$ cat config.mk
export PLATFORM = sky130hd
export DESIGN_NAME = serializer8
export DESIGN_NICKNAME = d
export VERILOG_FILES = /design/src/rtl/serializer8.sv
export SDC_FILE = /design/constraint.sdc
export NUM_CORES = 1
export LEC_CHECK = 0
export ABC_AREA = 1
export ABC_CLOCK_PERIOD_IN_PS = 2150
export CAP_MARGIN = 20
export CORE_MARGIN = 10
export CORE_UTILIZATION = 40
export CTS_CLUSTER_SIZE = 12
export DETAILED_ROUTE_END_ITERATION = 16
export PLACE_DENSITY = 0.7
export SLEW_MARGIN = 20
export SYNTH_ARGS = -nofsm -noshare
export SYNTH_HDL_FRONTEND = slang
export SYNTH_SLANG_ARGS = --single-unit
$ cat constraint.sdc
create_clock -name clk -period 2.15 [get_ports clk]
set_clock_uncertainty 0.15 [all_clocks]
set_input_delay 0.5375 -clock clk [delete_from_list [all_inputs] [get_ports clk]]
set_output_delay 0.5375 -clock clk [all_outputs]
set_load 0.05 [all_outputs]
$ cat src/rtl/serializer8.sv
// 8-bit parallel-to-serial converter with valid/ready handshakes on both sides.
// Bit order is chosen by MSB_FIRST; a word can follow the previous one with no idle cycle.
module serializer8 #(
    parameter bit MSB_FIRST = 1'b0
) (
    input  logic       clk,
    input  logic       rst_n,
    input  logic [7:0] in_data,
    input  logic       in_valid,
    output logic       in_ready,
    output logic       ser_out,
    output logic       ser_valid,
    input  logic       ser_ready,
    output logic       ser_last,
    output logic [2:0] ctrl,
    output logic       busy
);

    typedef enum logic {
        IDLE  = 1'b0,
        SHIFT = 1'b1
    } state_t;

    state_t     r_state;
    logic [2:0] r_cnt;
    logic [7:0] r_word;

    state_t     w_state_next;
    logic [2:0] w_cnt_next;
    logic [7:0] w_word_next;
    logic       w_shift;
    logic       w_last;
    logic       w_in_ready;
    logic       w_in_fire;
    logic       w_ser_fire;
    logic [2:0] w_ctrl;

    always_comb begin
        w_shift    = (r_state == SHIFT);
        w_last     = w_shift && (r_cnt == 3'd7);
        // rst_n gates in_ready so nothing is offered while reset is held.
        w_in_ready = rst_n && (!w_shift || (w_last && ser_ready));
        w_in_fire  = in_valid && w_in_ready;
        w_ser_fire = w_shift && ser_ready;
        w_ctrl     = MSB_FIRST ? (3'd7 - r_cnt) : r_cnt;
    end

    always_comb begin
        w_state_next = r_state;
        w_cnt_next   = r_cnt;
        w_word_next  = r_word;
        if (w_in_fire) begin
            // Loading takes priority over the return to IDLE on the last bit.
            w_word_next  = in_data;
            w_cnt_next   = 3'd0;
            w_state_next = SHIFT;
        end else if (w_ser_fire) begin
            if (r_cnt == 3'd7) begin
                w_cnt_next   = 3'd0;
                w_state_next = IDLE;
            end else begin
                w_cnt_next = r_cnt + 3'd1;
            end
        end
    end

    always_ff @(posedge clk or negedge rst_n) begin
        if (!rst_n) begin
            r_state <= IDLE;
            r_cnt   <= 3'd0;
            r_word  <= 8'h00;
        end else begin
            r_state <= w_state_next;
            r_cnt   <= w_cnt_next;
            r_word  <= w_word_next;
        end
    end

    assign in_ready  = w_in_ready;
    assign ser_valid = w_shift;
    assign busy      = w_shift;
    assign ser_last  = w_last;
    assign ctrl      = w_ctrl;
    assign ser_out   = w_shift ? r_word[w_ctrl] : 1'b0;

endmodule

==> results.cfg <==
[outcome]
status = finished clean

[power]
combPwrFrac_pct = 58.5
swShare_pct = 48.15
seq_power_share_pct = 31.4
powerDensity_mw_per_mm2 = 1463
total_power_mw = 1.409
ir_worst_vdd_uv = 674.1
intPower_mw = 0.7307
clkPwrFrac_pct = 10.1
p_leak_nw = 0.5321
p_sw_mw = 0.6786

[synth]
synth_area_leader_cell = dfrtp_1
synth_seq_cells = 12
syn_avg_cell_area_sq_um = 7.410
synth_cell_types = 14
synth_nets = 104
ys_seq_area_share_pct = 45.03
syn_area_sq_um = 666.9
synth_top_area_share_pct = 45.03
synth_warnings = 0
syn_inst = 90
synth.top_cells.by_area = dfrtp_1 45%, nand2_1 20%, nand3_1 9.8%

[global_routing]
grt_max_degree = 13
antenna_found_initial = 0
grt-ovfl-total = 0
grtUsageTotal_pct = 9.607
grt_pass1_vias = 674
grt_pass1_wl_mm = 2.760

[floorplan]
fp.dieW_um = 60.83
ios = 20
num_rows = 14
core_sq_mm = 0.001541
dieArea_sq_mm = 0.003700
initial_utilization_pct = 43.26
die_h_um = 60.83

[route]
wl_per_cell_um = 11.78
viasPerCell = 4.677
antenna_left = 0
vias = 608
first_pass_iters = 4
route.detailed.drc = 0
drt_wl_total_mm = 1.532
drtIter0Drc = 10

[timing]
timing.fmax_mhz = 470.5
max_slew_margin_pct = 82.49
finalSetupTns_ns = 0
grt_setup_unrepaired = true
setup_viol = 0
slew_viol_final = 0
hold_viol = 0
fin_crit_ns = 2.125
final.setup.worst_slack_ns = 0.02473
fin_crit_sh_pct = 98.85
worst_pin_slew_ns = 0.2626

[flow_run]
cap_violations = 0

[critical_path]
crit_path_top_delay_cell = dfrtp_2
cp.arrival_ns = 1.44
cp-end-kind = output port
startpoint_type = register
startpoint = ctrl[0]
path_max_fanout = 8
max_stage_delay_ns = 0.47
crit_path_cell_trace = ha_4 -> ha_4 -> nand2_4 -> a21boi_4 -> buf_12
cpMostUsedCell = ha_4
path_class = register to output port
worstReg2RegStart = ctrl[0]
cp_data_required_time_ns = 1.46

[clocking]
clkTransAtPathRegs_ns = 0.07
cts.path.max_buffers = 2
cts_tree = yes
cts_buffers = 3
ctsHoldBuffers = 0
clock_latency_ns = 0.26
cts_max_level = 1
clock_sinks = 12
clock-root-buffer = clkbuf_4

[finish]
area_growth_pct = 44.47
antennaDiodeCount = 0
final_cell_mix = 36 x nand2_1, 14 x inv_1, 13 x nand3_1
final_nets = 129
nFillCells = 143
final_common_cell = nand2_1
multi_input_area_sq_um = 320.3
seq_area_sq_um = 304.0
drive_gt1_share_pct = 21.93

[min_path]
hold_class = register to register
hold_start = r_word[4]

[placed_design]
place_ws_ns = -0.01894
hpwl_mm = 1.264
gp_congestion = 0.8000
port_buffers = 19
==> flip-flops by register name (all words and copies together) (netlist names) <==
| name | count |
|---|---|
| busy | 1 |
| r_word | 8 |
| ctrl | 3 |
==> cell families (layout without fill, tap and decap cells) <==
kind of cell / count (synthesis) / after routing / synth area share, %
AO/OA/AOI/OAI: 3 / 3 / 4.316
buffers and inverters: 18 / 42 / 11.82
adder cells (fa/ha/maj): 2 / 2 / 3.752
flip-flops: 12 / 12 / 45.03
AND/OR/NAND/NOR: 55 / 55 / 35.08
==> through the flow <==
stage / util (%) / hold slack [ns] / instances / instance area (sq um)
after CTS: 61.69 / 0.3260 / 129 / 950.9
after global placement: 60.06 / 0.3054 / 125 / 925.9
after detailed placement: 60.06 / 0.3081 / 125 / 925.9
after global routing: 62.50 / 0.3397 / 130 / 963.4
after floorplan: - / 0.09191 / 90 / 698.2
final: 62.50 / 0.3226 / 130 / 963.4
==> power by group through the flow <==
stage | clock network [mW] | registers, mW | logic (mW)
after floorplan | 0 | 0.535 | 0.445
after global placement | 0 | 0.441 | 0.811
after detailed placement | 0 | 0.447 | 0.833
after CTS | 0.149 | 0.445 | 0.834
after global routing | 0.160 | 0.459 | 0.910
final | 0.142 | 0.443 | 0.824
==> area by class of cell <==
class                   instances  area share [%]
clock buffers                   4           2.727
inverters                      15           5.844
multi-input cells              60           33.25
flip-flops and latches         12           31.56
well taps                      16           2.078
repair buffers                 23           24.55
==> synth_stat cells <==
cell type / instances
clkbuf_1: 1
buf_4: 1
nand2_4: 1
nor3_1: 1
nand2_2: 1
o21ai_0: 2
buf_6: 1
a21boi_4: 1
dfrtp_1: 12
nor2_1: 3
inv_1: 15
ha_1: 2
nand2_1: 36
nand3_1: 13
==> worst max-delay path: cells and delay by family (launching register included) <==
kind / cells / cell delay (ns)
buf+inv: 1 / 0.16
simple gates: 1 / 0.06
fa+ha+maj: 2 / 0.31
flops: 1 / 0.47
compound gates: 1 / 0.18
==> metal layers <==
| metal | vias to the layer above | part of all wire, % | wire length [um] | GRT usage [%] |
|---|---|---|---|---|
| met5 | - | 0 | 0 | 0 |
| met4 | 0 | 0 | 0 | 4.702 |
| met3 | 0 | 10 | 159 | 3.967 |
| met2 | 20 | 47 | 724 | 15.87 |
| met1 | 267 | 42 | 649 | 10.37 |
| li1 | 321 | - | - | - |
==> path summary, 6_finish.rpt <==
check                                 end  slack (ns)  cells past startpoint
worst max-delay path             in_ready        0.02                      5
worst min-delay path            r_word[4]        0.32                      2
worst min register to register  r_word[4]        0.32                      2
min in group asynchronous         ctrl[2]        0.46                      2
worst max register to register    ctrl[0]        0.42                      8
max in group asynchronous         ctrl[0]        1.22                      2
==> repair_timing <==
action,in CTS,in global routing
endpoints found under the setup margin,1,2
pin swaps,1,2
setup buffers,0,1
resized for setup,1,2
Power figures use the tool's default switching activity.
==> edit, RTL diff (config.mk and constraints unchanged) <==
`MSB_FIRST`: 1'b0 -> 1'b1.
--- a/src/rtl/serializer8.sv
+++ b/src/rtl/serializer8.sv
@@ -3,3 +3,3 @@
 module serializer8 #(
-    parameter bit MSB_FIRST = 1'b0
+    parameter bit MSB_FIRST = 1'b1
 ) (
Formal check against the unedited RTL: not equivalent (a bounded check fails within 4 cycles, from zero or initial values and one cycle with rst_n low).
==> edit against the original RTL <==
- maximum frequency down 0.41%
- sequential cell count unchanged
- combinational power is 6.4% higher
- synthesized area up 0.19%
- setup slack got worse by 8.8 ps
- cell area grew 1.6%
- first-iteration DRC count is 40% lower
- count of clock-buffer cells in the layout is 1 lower
- routed wire length shrank 0.59%
- total power up 1.2%
==> edit: results (changes against the original RTL) <==
Outcome
  – Status: finished clean (unchanged)

Critical path
  – Crit path DAT: 1450 ps
  – R2R cell count: 8 (unchanged)
  – CP max stage cell: dfrtp_1 (was dfrtp_2)
  – Worst path depth: 7 (was 5)
  – CP Capture Point: ser_out (was in_ready)
  – Critical-path maximum fanout: 4 (was 8)
  – R2R Path Start: r_cnt[0] (was ctrl[0])
  – Crit-path max cell delay: 410 ps (was 470 ps)
  – R2R Setup Slk: 490 ps (was 420 ps)
  – Critical path's top delay family: buffers and inverters (was flip-flops)
  – Crit path launch: r_cnt[1] (was ctrl[0])
  – FF-to-FF End: r_cnt[0] (was ctrl[0])

Global routing
  – Vias in the first global route: 582 (was 674)
  – Initial antenna violation count: 0 (unchanged)
  – Gr usage total: 8.98% (was 9.61%)
  – First-pass GRT wire length: 2530 µm (was 2760 µm)
  – Largest net degree at the start of global routing: 13 (unchanged)

Drt
  – Drt first pass iters: 4 (unchanged)
  – DRT iter0 DRCs: 6 (was 10)
  – Routed WL: 1520 µm (was 1530 µm)
  – Vias/cell: 4.77 (was 4.68)

Synth
  – Sequential area share after synthesis: 44.9% (was 45.0%)
  – Post-synth ARST share: 100% (unchanged)
  – Area contributors post-synth: dfrtp_1 45%, nand2_1 19%, nand3_1 9.7% (was dfrtp_1 45%, nand2_1 20%, nand3_1 9.8%)
  – Synth unique cells: 14 (unchanged)
  – Syn_nets: 104 (unchanged)
  – Yosys warns: 0 (unchanged)
  – Adder-cell area share of the yosys netlist: 3.75% (about the same)
  – Average size of a mapped cell: 7.42 µm² (was 7.41 µm²)
  – Synth Area in XOR/XNOR: 0% (unchanged)
  – Synth Area in Compound Gates: 5.06% (was 4.32%)
  – Top cells by count, synth: 34 x nand2_1, 16 x inv_1, 13 x nand3_1 (was 36 x nand2_1, 15 x inv_1, 13 x nand3_1)
  – Mux cell area share after synthesis: 0% (unchanged)

Placement
  – Port bufs: 19 (unchanged)
  – Final HPWL DP: 1230 µm (was 1260 µm)
  – RD Place Congestion: 0.880 (was 0.800)
  – DP Area: 911 µm² (was 926 µm²)

Final layout
  – Largest register by flop count: r_word (unchanged)
  – Share of cells above drive strength 1: 20.2% (was 21.9%)
  – Max reg flops: 8 (unchanged)
  – Fill count: 156 (was 143)
  – Layout Cells excl Fill: 130 (unchanged)
  – Diodes inserted: 0 (unchanged)

CTS
  – CTS buffer count: 3 (unchanged)
  – Clock Path Buffers: 2 (unchanged)
  – Clock slew at reported path FFs: 60 ps
  – CTS Root Cell: clkbuf_4 (unchanged)
  – Clk_lat worst skew: 270 ps
  – CTS H-tree depth: 1 (unchanged)

Min path
  – HP Class: register to register (unchanged)
  – HP Start: r_word[6] (was r_word[4])

Power and ir drop
  – P_sw: 0.667 mW (was 0.679 mW)
  – Leakage: 0.540 nW (was 0.532 nW)
  – Max VDD drop: 646 µV (was 674 µV)

Timing
  – Worst slew pin tran: 248 ps (was 263 ps)
  – Setup violators final: 0 (unchanged)
## edit: cell types whose count changed after synthesis, sizes merged
cell,unedited run,this run
nand2,38,36
inv,15,16
o21ai,2,3
## edit: cells by family after synthesis
group,count (synthesis)
compound gates,4
fa+ha+maj,2
buf+inv,19
flops,12
simple gates,53
## edit: power groups by stage
stage | logic, mW | clock network, mW | registers, mW
finish | 0.877 | 0.131 | 0.417
floorplan | 0.520 | 0 | 0.426
CTS | 0.889 | 0.136 | 0.418
detailed placement | 0.831 | 0 | 0.421
global placement | 0.818 | 0 | 0.418
global route | 0.973 | 0.150 | 0.432
## edit: through the flow
| stage | hold WS [ps] | TNS [ps] | utilization, % | setup slack (ps) |
|---|---|---|---|---|
| 2_1_floorplan | 91.9 | 0 | - | 18.7 |
| 3_3_place_gp | 305 | -3.67 | 59.1 | -3.67 |
| 3_5_place_dp | 311 | -5.99 | 59.1 | -5.99 |
| 4_1_cts | 327 | 0 | 63.1 | 8.63 |
| 5_1_grt | 348 | -98.4 | 63.5 | -98.4 |
| 6_report | 324 | 0 | 63.5 | 15.9 |
## edit: how the worst min path moves through the flow
stage / to / slack, ps / depth (start not counted)
global route: r_word[6] / 350 / 2
CTS: r_word[6] / 330 / 2
global placement: r_word[7] / 300 / 2
detailed placement: r_word[6] / 310 / 2
floorplan: busy / 90 / 0
finish: r_word[6] / 320 / 2
## edit: timing repair
action                                  in CTS  in global routing
setup buffers                                2                  0
hold buffers                                 0                  0
pin swaps                                    1                  2
endpoints found under the hold margin        0                  0
resized for setup                            6                  1
endpoints found under the setup margin       3                  2
## edit: area by class of cell
cell class / instances / area, µm² / area share [%]
timing repair buffer: 24 / 256 / 26.2
sequential: 12 / 302 / 30.8
multi-input combinational: 59 / 318 / 32.5
clock buffer: 3 / 22.5 / 2.30
inverter: 16 / 60.1 / 6.14
tap: 16 / 20.0 / 2.05
## edit: worst register-to-register path, stage by stage, from the launching register on
cell and delay, ps:
dfrtp_2 420, ha_4 150, ha_4 150, nand2_4 60
a21boi_4 180, buf_4 200, nand2_4 110, o21ai_0 90
inv_1 50
## edit: per-layer routing
| layer | track usage [%] | routed length (µm) |
|---|---|---|
| met2 | 15.0 | 683 |
| met5 | 0 | 0 |
| met4 | 4.70 | 17 |
| met1 | 9.55 | 707 |
| met3 | 3.55 | 115 |
